[config.mk]
export PLATFORM = sky130hd
export DESIGN_NAME = mem_arbiter2
export DESIGN_NICKNAME = d
export VERILOG_FILES = /design/src/rtl/mem_pkg.sv /design/src/rtl/mem_arbiter2_rr_pick2.sv /design/src/rtl/mem_arbiter2.sv
export SDC_FILE = /design/constraint.sdc
export NUM_CORES = 1
export LEC_CHECK = 0
export BUFFER_PORTS_ARGS = -buffer_cell sky130_fd_sc_hd__buf_2
export CAP_MARGIN = 30
export CORE_MARGIN = 3
export CORE_UTILIZATION = 50
export CTS_CLUSTER_DIAMETER = 30
export DETAILED_ROUTE_END_ITERATION = 16
export GPL_ROUTABILITY_DRIVEN = 1
export MAX_ROUTING_LAYER = met4
export PLACE_DENSITY = 0.88
export SLEW_MARGIN = 40
export SYNTH_ARGS = -nofsm -noshare
export SYNTH_HDL_FRONTEND = slang
export SYNTH_HIERARCHICAL = 1
export SYNTH_SLANG_ARGS = --single-unit
[constraint.sdc]
create_clock -name clk -period 5 [get_ports clk]
set_input_delay 1 -clock clk [delete_from_list [all_inputs] [get_ports clk]]
set_output_delay 1 -clock clk [all_outputs]
set_load 0.05 [all_outputs]
[src/rtl/mem_pkg.sv]
`default_nettype none
// ============================================================================
// Module  : mem_pkg
// Purpose : Shared constants and types for the two-port data-memory arbiter.
//           Provides the default address/data widths, the memory depth, and
//           the FSM state encoding used by mem_arbiter2.
// Ports   : (package, no ports)
// Rev     : 1.0  initial release
// ============================================================================
package mem_pkg;

   localparam int ADDR_W_DEF = 7;
   localparam int DATA_W_DEF = 32;
   localparam int MEM_DEPTH  = 128;

   localparam logic [1:0] S_IDLE   = 2'd0;
   localparam logic [1:0] S_ACCESS = 2'd1;
   localparam logic [1:0] S_DONE   = 2'd2;

   typedef enum logic [1:0] {
      ST_IDLE   = S_IDLE,
      ST_ACCESS = S_ACCESS,
      ST_DONE   = S_DONE
   } state_e;

   // Port identifiers used for grant / last-grant bookkeeping.
   localparam logic PORT_A = 1'b0;
   localparam logic PORT_B = 1'b1;

endpackage : mem_pkg
`default_nettype wire

[src/rtl/mem_arbiter2_rr_pick2.sv]
`default_nettype none
// ============================================================================
// Module  : rr_pick2
// Purpose : Combinational two-way round-robin pick.
// Ports   : req[1:0]  in   request vector (bit 0 = port A, bit 1 = port B)
//           last_gnt  in   port granted last time (0 = A, 1 = B)
//           gnt[1:0]  out  one-hot grant, all zero when nobody requests
// Rev     : 1.0  initial release
// ============================================================================
module rr_pick2
   import mem_pkg::*;
(
   input  logic [1:0] req,
   input  logic       last_gnt,
   output logic [1:0] gnt
);

   always_comb begin
      gnt = 2'b00;
      unique case (req)
         2'b01:   gnt = 2'b01;
         2'b10:   gnt = 2'b10;
         // Contention: the port that did not win last time goes next.
         2'b11:   gnt = (last_gnt == PORT_B) ? 2'b01 : 2'b10;
         default: gnt = 2'b00;
      endcase
   end

endmodule : rr_pick2
`default_nettype wire

[src/rtl/mem_arbiter2.sv]
`default_nettype none
// ============================================================================
// Module  : mem_arbiter2
// Purpose : Two-port req/ack arbiter and sequencer for a 128x32 data memory.
//           One transaction = IDLE (arbitrate) -> ACCESS (drive memory) ->
//           DONE (ack). All memory pins and acks come straight from flops.
// Ports   : clk, rst_n                     clock / async active-low reset
//           a_req,a_we,a_addr,a_wdata      port A request side
//           a_ack,a_rdata                  port A completion and read data
//           b_*                            same as port A, for port B
//           mem_addr,mem_din,mem_w,mem_r   memory address/data/strobes
//           mem_dout                       memory read data
//           busy                           high in ACCESS and DONE
// Rev     : 1.0  initial release
// ============================================================================
module mem_arbiter2
   import mem_pkg::*;
#(
   parameter int ADDR_W = ADDR_W_DEF,
   parameter int DATA_W = DATA_W_DEF
) (
   input  logic              clk,
   input  logic              rst_n,
   input  logic              a_req,
   input  logic              a_we,
   input  logic [ADDR_W-1:0] a_addr,
   input  logic [DATA_W-1:0] a_wdata,
   output logic              a_ack,
   output logic [DATA_W-1:0] a_rdata,
   input  logic              b_req,
   input  logic              b_we,
   input  logic [ADDR_W-1:0] b_addr,
   input  logic [DATA_W-1:0] b_wdata,
   output logic              b_ack,
   output logic [DATA_W-1:0] b_rdata,
   output logic [ADDR_W-1:0] mem_addr,
   output logic [DATA_W-1:0] mem_din,
   output logic              mem_w,
   output logic              mem_r,
   input  logic [DATA_W-1:0] mem_dout,
   output logic              busy
);

   state_e              state_q,    state_d;
   logic                sel_q,      sel_d;       // granted port
   logic                we_q,       we_d;
   logic                last_gnt_q, last_gnt_d;
   logic [ADDR_W-1:0]   mem_addr_q, mem_addr_d;  // doubles as the latched address
   logic [DATA_W-1:0]   mem_din_q,  mem_din_d;   // doubles as the latched write data
   logic                mem_w_q,    mem_w_d;
   logic                mem_r_q,    mem_r_d;
   logic                a_ack_q,    a_ack_d;
   logic                b_ack_q,    b_ack_d;
   logic [DATA_W-1:0]   a_rdata_q,  a_rdata_d;
   logic [DATA_W-1:0]   b_rdata_q,  b_rdata_d;
   logic [1:0]          gnt;

   rr_pick2 u_rr_pick2 (
      .req      ({b_req, a_req}),
      .last_gnt (last_gnt_q),
      .gnt      (gnt)
   );

   always_comb begin
      state_d    = state_q;
      sel_d      = sel_q;
      we_d       = we_q;
      last_gnt_d = last_gnt_q;
      mem_addr_d = mem_addr_q;
      mem_din_d  = mem_din_q;
      mem_w_d    = 1'b0;
      mem_r_d    = 1'b0;
      a_ack_d    = 1'b0;
      b_ack_d    = 1'b0;
      a_rdata_d  = a_rdata_q;
      b_rdata_d  = b_rdata_q;

      unique case (state_q)
         ST_IDLE: begin
            if (gnt != 2'b00) begin
               // Strobes are computed here so they are already registered
               // (and therefore glitch-free) for the whole ACCESS cycle.
               state_d    = ST_ACCESS;
               sel_d      = gnt[1];
               last_gnt_d = gnt[1];
               we_d       = gnt[1] ? b_we    : a_we;
               mem_addr_d = gnt[1] ? b_addr  : a_addr;
               mem_din_d  = gnt[1] ? b_wdata : a_wdata;
               mem_w_d    = gnt[1] ? b_we    : a_we;
               mem_r_d    = gnt[1] ? !b_we   : !a_we;
            end
         end
         ST_ACCESS: begin
            state_d = ST_DONE;
            a_ack_d = (sel_q == PORT_A);
            b_ack_d = (sel_q == PORT_B);
            if (!we_q) begin
               if (sel_q == PORT_A) a_rdata_d = mem_dout;
               else                 b_rdata_d = mem_dout;
            end
         end
         ST_DONE: begin
            state_d = ST_IDLE;
         end
         default: begin
            state_d = ST_IDLE;
         end
      endcase
   end

   always_ff @(posedge clk or negedge rst_n) begin
      if (!rst_n) begin
         state_q    <= ST_IDLE;
         sel_q      <= PORT_A;
         we_q       <= 1'b0;
         last_gnt_q <= PORT_B;   // so A wins the first contention
         mem_addr_q <= '0;
         mem_din_q  <= '0;
         mem_w_q    <= 1'b0;
         mem_r_q    <= 1'b0;
         a_ack_q    <= 1'b0;
         b_ack_q    <= 1'b0;
         a_rdata_q  <= '0;
         b_rdata_q  <= '0;
      end else begin
         state_q    <= state_d;
         sel_q      <= sel_d;
         we_q       <= we_d;
         last_gnt_q <= last_gnt_d;
         mem_addr_q <= mem_addr_d;
         mem_din_q  <= mem_din_d;
         mem_w_q    <= mem_w_d;
         mem_r_q    <= mem_r_d;
         a_ack_q    <= a_ack_d;
         b_ack_q    <= b_ack_d;
         a_rdata_q  <= a_rdata_d;
         b_rdata_q  <= b_rdata_d;
      end
   end

   assign mem_addr = mem_addr_q;
   assign mem_din  = mem_din_q;
   assign mem_w    = mem_w_q;
   assign mem_r    = mem_r_q;
   assign a_ack    = a_ack_q;
   assign b_ack    = b_ack_q;
   assign a_rdata  = a_rdata_q;
   assign b_rdata  = b_rdata_q;
   assign busy     = (state_q != ST_IDLE);

endmodule : mem_arbiter2
`default_nettype wire

### After elaboration in Yosys (flattened, before gate mapping)

Index checks and enable logic that the tools add are counted.

* register bits after elaboration: 112
* input bits: 116
* logic and storage cells: 41
* output and inout port bits: 108

* muxes and demuxes: 14
* eq/ne operators: 5
* bitwise operators: 2
* reductions and logical operators: 8

Operators by type and width (count)
* 32-bit 2-to-1 mux: 1
* 1-bit 2-to-1 mux: 8
* 7-bit 2-to-1 mux: 1
* 2-bit case mux with 3 select lines: 1
* 3-bit AND reduction: 2
* 2-bit by 1-bit equality test with 1-bit output, second input constant: 2
* 2-bit equality test, second input constant: 2
* 2-bit 2-to-1 mux: 2
* 2-bit case mux with 2 select lines: 1
* 2-bit nonzero test: 2
* 1-bit logical NOT: 2
* 2-bit logical NOT: 1
* 2-bit != test, second input constant: 1
* 1-bit inverter: 2
* 2-bit AND reduction: 1

### Logic depth before layout (Yosys ltp)

Gate-level depths: netlist (run 1).

* depth after elaboration: 5
* mapped depth: 6
* depth with buffers taken out: 4

### Cells and area by module

The synthesis (run 1) kept the hierarchy.

By module, submodules not included
* mem_arbiter2: cells each 288, area an instance 4772.1 um^2, times used 1, sequential area each 2803.9 um^2
* rr_pick2: cells each 3, area an instance 18.8 um^2, times used 1, sequential area each 0.0 um^2

### Least setup slack after synthesis (run 1)

No wires, ideal clock.

* path kind: input port to flip-flop
* from: input port b_req
* to: register mem_addr_q[0] (netlist: mem_addr[0])
* required time: 4.873 ns
* cell stages on the path: 5
* setup time: 0.127 ns
* buffers on the path: 2
* arrival: 2.127 ns
* path slack: 2.745 ns
* path through: a21boi_0 -> buf_2 -> buf_2 -> mux2_2 -> mux2_1

* longest elaborated chain between the ends: 4
* elaborated cells on any way between the ends: 7
* classes of those cells: 3 x eq/ne; 2 x mux; 2 x reduce/logical

Ends and longest elaborated chain
* start: declaration: line mem_arbiter2.sv:30 `input logic b_req,`
* 2-bit equality test / 2-bit by 1-bit equality test with 1-bit output (equally long branches): line mem_arbiter2_rr_pick2.sv:20 `unique case (req)`
* 2-bit case mux with 3 select lines (*): line mem_arbiter2_rr_pick2.sv:20
* 2-bit nonzero test: line mem_arbiter2.sv:80 `if (gnt != 2'b00) begin`
* 2-bit AND reduction (no line)
* end signal: assignment: line mem_arbiter2.sv:130 `mem_addr_q <= mem_addr_d;`
* end: declaration: line mem_arbiter2.sv:48 `logic [ADDR_W-1:0] mem_addr_q, mem_addr_d;`

Mark *: on every way between the ends. The rest lies on a longest branch, timed or not.
A chain may end at the register's enable or synchronous reset.

### Final worst setup path (run 1)

* from: register state_q[0]
* to: output port busy

* longest elaborated chain between the ends: 1

Ends and longest elaborated chain
* start: declaration: line mem_arbiter2.sv:44 `state_e state_q, state_d;`
* start signal: assignment: line mem_arbiter2.sv:126 `state_q <= state_d;`
* 2-bit nonzero test: line mem_arbiter2.sv:149 `assign busy = (state_q != ST_IDLE);`
* end: declaration: line mem_arbiter2.sv:41 `output logic busy`

No other way between the ends.

==> reports/metrics.cfg, run 1 <==
[grt]
antenna_found_initial=0
grt_max_degree=74
grt_util_all_layers=0.2024
grt_pass1_vias=3491
grt_first_pass_wirelength_um=17130
grt-ovfl-total=0

[synth]
synth_nets=407
synth_most_common_cell=dfrtp_1
synth_area_um2=4791
yosysWarnings=6
ys.flop_type=dfrtp_1
synth_cells=291
yosys_register_bits=112
synth_top_area_share=0.5798
synth.avg_cell_area_um2=16.46
yosys-top-cells-count=dfrtp_1 (111), mux2_2 (74), mux2_1 (38), mux2_4 (30), buf_6 (8)
ys_types=21
synth_top_area_cell=dfrtp_1
synth_enable_flop_cells=0
synthArstFlopShare=1.000
ys_seq_area_frac=0.5853
synth_area_leaders=dfrtp_1 (58%), mux2_2 (17%), mux2_4 (9.4%)

[critical_path]
critPathArrivalTime_ns=1.41
path_cells=nor2_1 > inv_1 > buf_2
critPathMaxStageDelay_ns=0.40
r2r_slack_ns=3.11
startpoint_type=flip-flop
critPathKind=reg2out
cp_max_fo=5
critPathTopFamily=flip-flops
cp-end-kind=primary output
crit_slowest_cell=dfrtp_1
cp.required_ns=4.00
cp_num_buf_inv=2

[place]
io_buffers=223
dp_hpwl_um=7992
place_congestion=0.7980

[clocking]
clkLatencyLatePin_ns=0.37
clk_pin_slew_ns=0.10
post_cts_resized=0
cts_sinks=112
cts_max_level=3
cts-buffers-inserted=9
cts-hold-fix-buffers=0
cts_setup_buffers=0
root_buffer=clkbuf_8
cts_tree=yes
cts.path.max_buffers=2

[finish]
seqCellArea_um2=2804
area_growth_pct=29.07
nFillCells=686
post-route-util=0.6660
final_nets=627
multi_input_area_um2=1854
diodes=0
drive_gt1_frac=0.6783

[sta]
tightest_slew_ns=0.6451
fin_setup_tns_ns=0
slew_viol_final=0
period_needed_ns=2.407
relSlewSlack=0.5699
finalSetupViolCount=0
clock_skew_ns=0.01781
timing.fmax_mhz=415.4
timing.final.crit_share=0.4815
fin_hold_ws_ns=0.4903
finalHoldViolCount=0
rsz0062_at_grt=false

[detailed_routing]
wire_per_inst_um=16.36
drt_iter0_drc=108
antenna_left=0
drc=0
viasPerCell=4.919
first_pass_iters=4
wirelength_um=10550
vias=3173

[hold_path]
holdCritPathClass=reg2reg

[floorplan]
die-height_um=103.9
die_x_um=103.9
die-area_um2=10790
io_pins=224
rows=35
start_util=0.5160
core_um2=9284

[run]
max-cap-violations=0

[status]
status=finished, final reports clean

[routing by layer]
metal  track usage  part of all wire
met5             -                 0
met4       0.05983             0.011
met3       0.05214             0.078
met2        0.3598              0.52
met1        0.2244              0.39
[path summary, 6_finish.rpt]
kind                                 start           to  cells past startpoint
worst min-delay path            a_rdata[6]   a_rdata[6]                      1
min in group asynchronous            rst_n   a_rdata[5]                      1
worst max-delay path            state_q[0]         busy                      3
worst max register to register  last_gnt_q  mem_din[14]                      4
max in group asynchronous            rst_n   b_rdata[0]                      2
worst min register to register  a_rdata[6]   a_rdata[6]                      1
[final cells by class]
class | instances | area share
flip-flops and latches | 112 | 0.4535
clock inverters | 6 | 0.01234
repair buffers | 226 | 0.1851
clock buffers | 10 | 0.02064
well taps | 129 | 0.02610
inverters | 4 | 0.002428
multi-input cells | 158 | 0.2999
[flip-flops by register name, indices dropped and copies added (netlist names), 2 cells and up]
register / cells
mem_addr: 7
state_q: 2
a_rdata: 32
mem_din: 32
b_rdata: 32
[layout by cell type, fill, tap and decap left out]
cell | netlist | layout
clkbuf_1 | 0 | 1
nor3_4 | 0 | 1
nor2_1 | 2 | 2
buf_6 | 8 | 1
nand2b_1 | 1 | 1
mux2_1 | 38 | 38
and2_4 | 0 | 1
buf_2 | 5 | 222
a21boi_1 | 1 | 1
dfrtp_1 | 111 | 111
o21a_4 | 0 | 1
clkbuf_8 | 0 | 9
mux2i_1 | 2 | 2
and2_1 | 2 | 1
bufinv_16 | 0 | 1
inv_6 | 0 | 2
a22o_1 | 2 | 2
inv_1 | 4 | 4
buf_4 | 4 | 3
nand2_1 | 1 | 1
nor2b_1 | 1 | 1
a21boi_4 | 0 | 1
inv_8 | 0 | 1
mux2_4 | 30 | 30
clkinv_4 | 0 | 2
and3b_1 | 1 | 1
mux2_2 | 74 | 74
dfstp_2 | 1 | 1
[cells by family (layout without fill, tap and decap cells)]
kind of cell,Yosys count,count (layout),synth area share
AO/OA/AOI/OAI,5,5,0.008360
buffers and inverters,21,246,0.03343
AND/OR/NAND/NOR,9,9,0.01149
multiplexers,144,144,0.3615
flip-flops,112,112,0.5853
[stage by stage]
stage / cell area, um2 / worst slack [ns] / std cells
4_1_cts: 6183 / 2.549 / 645
5_1_grt: 6183 / 2.481 / 645
3_5_place_dp: 5979 / 2.405 / 629
3_3_place_gp: 5968 / 2.335 / 629
6_report: 6183 / 2.593 / 645
2_1_floorplan: 4791 / 2.745 / 291
Power of run 1 is not shown: default switching activity piles up to over one toggle a cycle in this logic, so the estimate is an artifact.
==> inputs of run 2 (changes only) <==
--- a/config.mk
+++ b/config.mk
@@ -5,15 +5,16 @@
 export SDC_FILE = /design/constraint.sdc
 export NUM_CORES = 1
 export LEC_CHECK = 0
+export ABC_AREA = 1
 export BUFFER_PORTS_ARGS = -buffer_cell sky130_fd_sc_hd__buf_2
 export CAP_MARGIN = 30
 export CORE_MARGIN = 3
-export CORE_UTILIZATION = 50
+export CORE_UTILIZATION = 42
 export CTS_CLUSTER_DIAMETER = 30
 export DETAILED_ROUTE_END_ITERATION = 16
 export GPL_ROUTABILITY_DRIVEN = 1
 export MAX_ROUTING_LAYER = met4
-export PLACE_DENSITY = 0.88
+export PLACE_DENSITY = 0.79
 export SLEW_MARGIN = 40
 export SYNTH_ARGS = -nofsm -noshare
 export SYNTH_HDL_FRONTEND = slang
==> constraint.sdc (replaced) <==
create_clock -name clk -period 1.9 [get_ports clk]
set_input_delay 0.38 -clock clk [delete_from_list [all_inputs] [get_ports clk]]
set_output_delay 0.38 -clock clk [all_outputs]
set_load 0.05 [all_outputs]
==> run 2 against run 1 <==
- core utilization shrank 8.8 points
- synthesized cell count grew 110%
- non-clock buffer count grew 14
- first-iteration DRC count grew to 4.2 times the previous value
- sequential share of layout area shrank 1.5 points
- highest routed layer unchanged
==> reports/metrics.cfg, run 2 <==
[critical_path]
critPathArrivalTime_ns=1.17
critPathKind=reg2out
startpoint_type=flip-flop
r2r-end=mem_din[5]
r2r-start=last_gnt_q
path_cells=inv_1 > nand2_1 > buf_2
cp.required_ns=1.52
crit_slowest_cell=dfrtp_1
r2r_cells=7
critPathMaxStageDelay_ns=0.42
cp_max_fo=3
r2r_slack_ns=0.39
cp-end-kind=primary output

[synth]
synth_top_area_cell=dfrtp_1
yosysWarnings=6
yosys_register_bits=112
synthArstFlopShare=1.000
synth_area_um2=4848
ys.flop_type=dfrtp_1
synth.avg_cell_area_um2=7.935
synth_area_leaders=dfrtp_1 (57%), nand2_1 (29%), nand3_1 (6.7%)
yosys-top-cells-count=nand2_1 (379), dfrtp_1 (111), nand3_1 (65), buf_2 (26), buf_4 (9)
synth_nets=727
synth_top_area_share=0.5729
synth_enable_flop_cells=0
ys_seq_area_frac=0.5783
synth_cells=611
synth_most_common_cell=nand2_1
ys_types=14

[floorplan]
rows=38
die_x_um=113.4
start_util=0.4377
die-height_um=113.4
io_pins=224
die-area_um2=12870
core_um2=11080

[detailed_routing]
wirelength_um=12490
vias=4545
viasPerCell=4.681
wire_per_inst_um=12.86
drc=0
drt_iter0_drc=456
first_pass_iters=4
antenna_left=0

[hold_path]
hold_start=mem_dout[28]
holdCritPathClass=in2reg
hold_path_end=b_rdata[28]
min_path_cells=3

[place]
dp_hpwl_um=9334
io_buffers=223
placement.setup.worst_slack_ns=0.4088
place_congestion=0.8036

[clocking]
cts_tree=yes
clk_pin_slew_ns=0.08
cts_sinks=112
clkLatencyLatePin_ns=0.33
cts_max_level=3
root_buffer=clkbuf_16
post_cts_resized=0
cts-buffers-inserted=9
cts.path.max_buffers=2

[sta]
relSlewSlack=0.7253
rsz0062_at_grt=false
tightest_slew_ns=0.4121
finalHoldViolCount=0
fin_hold_ws_ns=0.2861
fin_setup_tns_ns=0
period_needed_ns=1.547
finalWorstSetupSlack_ns=0.3528
timing.fmax_mhz=646.3
timing.final.crit_share=0.8143
slew_viol_final=0
clock_skew_ns=0.008002
finalSetupViolCount=0

[status]
status=finished, final reports clean

[finish]
diodes=0
final_common_cell=nand2_1
drive_gt1_frac=0.3177
mostFrequentLayoutCells=nand2_1 (379), buf_2 (222), dfrtp_1 (111), nand3_1 (65), buf_4 (14)
final_nets=942
area_growth_pct=31.97
post-route-util=0.5776

[grt]
grt_pass1_vias=4182
grt-ovfl-total=0
grt_max_degree=45
grt_first_pass_wirelength_um=20100
grt_util_all_layers=0.1989
antenna_found_initial=0

[power_and_ir_drop]
powerDensity_nw_per_um2=2158
peakVddDrop_mv=1.446
p_total_w=0.01381
p_leak_nw=3.871

[run]
max-cap-violations=0

run 2: final cells by class:
cell class,count,area [um2]
fill,1030,4679
sequential,112,2804
multi-input combinational,455,1824
timing repair buffer,240,1286
clock buffer,10,229.0
tap,140,175.2
clock inverter,6,50.05
inverter,8,30.03
run 2: how the worst max path moves through the flow:
| stage | endpoint | from | slack, ns | cells past startpoint |
|---|---|---|---|---|
| final | busy | state_q[1] | 0.35 | 3 |
| after floorplan | mem_addr[0] | state_q[1] | 0.53 | 6 |
| after detailed placement | mem_din[0] | b_req | 0.41 | 9 |
| after global placement | we_q | b_req | 0.45 | 8 |
| after global routing | busy | state_q[1] | 0.25 | 3 |
| after CTS | busy | state_q[1] | 0.34 | 3 |
run 2: worst max-delay path: cells and delay by family, from the launching register on:
| family | cells | cell delay, ns |
|---|---|---|
| DFF | 1 | 0.42 |
| and+or+nand+nor | 1 | 0.09 |
| buffers and inverters | 2 | 0.34 |
run 2: where the power goes:
| group | total (W) | switching, W | leakage (nW) | internal, W |
|---|---|---|---|---|
| sequential | 0.00417 | 0.000635 | 1.39 | 0.00354 |
| clock | 0.00176 | 0.000854 | 0.135 | 0.000910 |
| combinational | 0.00787 | 0.00618 | 2.35 | 0.00169 |
| total | 0.0138 | 0.00767 | 3.87 | 0.00614 |
run 2: repair_timing:
item / 4_1_cts / 5_1_grt
hold endpoints to repair: 26 / 0
setup buffers: 0 / 0
hold buffers: 1 / 0
run 2: cells by family after synthesis:
family          after synthesis  synth area share
buf+inv                      44           0.04774
flops                       112            0.5783
simple gates                454            0.3729
compound gates                1          0.001031
run 2: metal layers:
metal	GRT usage	share of wire	vias up
li1	-	-	2300
met1	0.2656	0.44	2012
met2	0.3081	0.46	217
met3	0.04191	0.089	16
met4	0.06090	0.014	0
met5	-	0	-
run 2: metrics by stage:
| step | instance area [um2] | instances |
|---|---|---|
| after global routing | 6399 | 971 |
| after detailed placement | 6110 | 954 |
| final | 6399 | 971 |
| after floorplan | 4848 | 611 |
| after CTS | 6399 | 971 |
| after global placement | 6110 | 954 |
Note: power is estimated with default switching activity, not from simulation.
==> inputs of run 3 (changes only) <==
--- a/config.mk
+++ b/config.mk
@@ -5,7 +5,7 @@
 export SDC_FILE = /design/constraint.sdc
 export NUM_CORES = 1
 export LEC_CHECK = 0
-export ABC_AREA = 1
+export ABC_AREA = 0
 export BUFFER_PORTS_ARGS = -buffer_cell sky130_fd_sc_hd__buf_2
 export CAP_MARGIN = 30
 export CORE_MARGIN = 3
==> constraint.sdc (replaced) <==
create_clock -name clk -period 1.4 [get_ports clk]
set_input_delay 0.28 -clock clk [delete_from_list [all_inputs] [get_ports clk]]
set_output_delay 0.28 -clock clk [all_outputs]
set_load 0.05 [all_outputs]
==> run 3 against run 2 <==
- sequential share of layout area down 4.7 points
- wire length is 1.4% lower
- hold slack lost 0.10 ns
- worst setup slack got worse by 0.58 ns
- core utilization grew 7.4 points
- the run now ends with setup timing left
- die area is 1.1% lower
- non-clock buffer count grew 25
- sequential cell count stayed put
- via count is 25% lower
- final area grew 12%
==> reports/metrics.cfg, run 3 (synthesis results as in run 1) <==
[status]
status=finished with violations
violations=setup timing

[run]
max-cap-violations=0

[finish]
post-route-util=0.6521
area_growth_pct=49.49
mostFrequentLayoutCells=buf_2 (221), dfrtp_1 (111), mux2_4 (102), mux2_2 (40), buf_4 (14)
final_common_cell=buf_2
final_nets=666
stdcell_count=695
nFillCells=761
seqCellArea_um2=2804
multi_input_area_um2=2138
diodes=0
drive_gt1_frac=0.7802

[floorplan]
die-area_um2=12720
rows=38
io_pins=224
core_um2=10980
start_util=0.4362
die_x_um=112.8
die-height_um=112.8

[clocking]
cts_sinks=112
cts.path.max_buffers=2
cts_max_level=3
root_buffer=clkbuf_16
cts-buffers-inserted=9
cts_tree=yes
clk_pin_slew_ns=0.07
clkLatencyLatePin_ns=0.34

[grt]
gr-max-usage-layer=met2
grt-ovfl-total=0
met3_usage=0.04545
grt_util_all_layers=0.2004
grt_first_pass_wirelength_um=19540
met1_usage=0.2519
met2_usage=0.3254
grt_pass1_vias=3745
antenna_found_initial=0
grt_max_degree=84

[critical_path]
critPathMaxStageDelay_ns=0.58
cp.required_ns=1.62
critPathKind=reg2reg
crit_slowest_cell=dfstp_2
r2r_cells=6
path_cells=inv_2 > a21boi_2 > o21a_2 > buf_6 > buf_16 > mux2_4
startpoint_type=flip-flop
critPathArrivalTime_ns=1.85
cp_max_fo=10
cp-end-kind=flip-flop

[place]
dp_hpwl_um=8191
io_buffers=223
dp.cells=657
place_congestion=0.7920

[sta]
slew_viol_final=0
finalWorstSetupSlack_ns=-0.2296
period_needed_ns=1.630
timing.final.crit_share=1.164
finalSetupViolCount=108
clock_skew_ns=0.007134
finalHoldViolCount=0
rsz0062_at_grt=true
tightest_slew_ns=0.4503
timing.fmax_mhz=613.7
relSlewSlack=0.6998

[hold_path]
holdCritPathClass=in2reg
min_path_cells=2

[detailed_routing]
wirelength_um=12310
viasPerCell=4.876
drt_iter0_drc=134
vias=3389
first_pass_iters=4
antenna_left=0
wire_per_inst_um=17.72
drc=0

[run 3: changes by cell type in the layout (fill, tap and decap cells not counted), sizes merged, moves of 2 or more]
cell and change:
mux2i +2, a22o +2, inv -7, bufinv +2, nor2 -7, buf +24
nand3 -65, a21boi +2, and2 +2, nand2 -379, mux2 +142
[run 3: area by class of cell]
cell class,instances,area share
clock inverters,6,0.01153
inverters,4,0.002096
repair buffers,265,0.2385
flip-flops and latches,112,0.3915
well taps,140,0.02446
multi-input cells,158,0.2986
clock buffers,10,0.03337
[run 3: layer usage]
| metal | share of wire | vias to the layer above |
|---|---|---|
| li1 | - | 1540 |
| met1 | 0.42 | 1669 |
| met2 | 0.49 | 169 |
| met3 | 0.070 | 11 |
| met4 | 0.015 | 0 |
| met5 | 0 | - |
[run 3: path summary, 6_finish.rpt]
path	from	to	slack [ns]
worst max-delay path	last_gnt_q	mem_din[4]	-0.23
worst min-delay path	mem_dout[30]	a_rdata[30]	0.18
worst max register to register	last_gnt_q	mem_din[4]	-0.23
worst min register to register	b_rdata[20]	b_rdata[20]	0.51
max in group asynchronous	rst_n	last_gnt_q	0.49
min in group asynchronous	rst_n	a_rdata[9]	0.50
[run 3: what timing repair did]
item	in CTS	in global routing
endpoints found under the hold margin	102	0
pin swaps	3	3
cloned	7	1
buffers inserted	12	7
endpoints found under the setup margin	108	108
resized for setup	50	36
hold buffers	1	0
[run 3: through the flow]
step / setup TNS (ns) / instance area [um2] / setup WS [ns] / hold slack [ns]
after floorplan: -6.652 / 4938 / -0.1710 / -0.01559
after global placement: -11.45 / 6289 / -0.2307 / 0.3247
after detailed placement: -14.11 / 6289 / -0.2975 / 0.3365
after CTS: -14.09 / 7068 / -0.2311 / 0.1675
after global routing: -22.38 / 7162 / -0.3104 / 0.1728
final: -15.62 / 7162 / -0.2296 / 0.1818
[run 3: critical path, delay by kind of cell (launching register included)]
family / cells / cell delay (ns)
AOI/OAI and AO/OA: 2 / 0.29
muxes: 1 / 0.30
DFF: 1 / 0.58
buffers and inverters: 3 / 0.34
Power of run 3 is left out for the same reason.
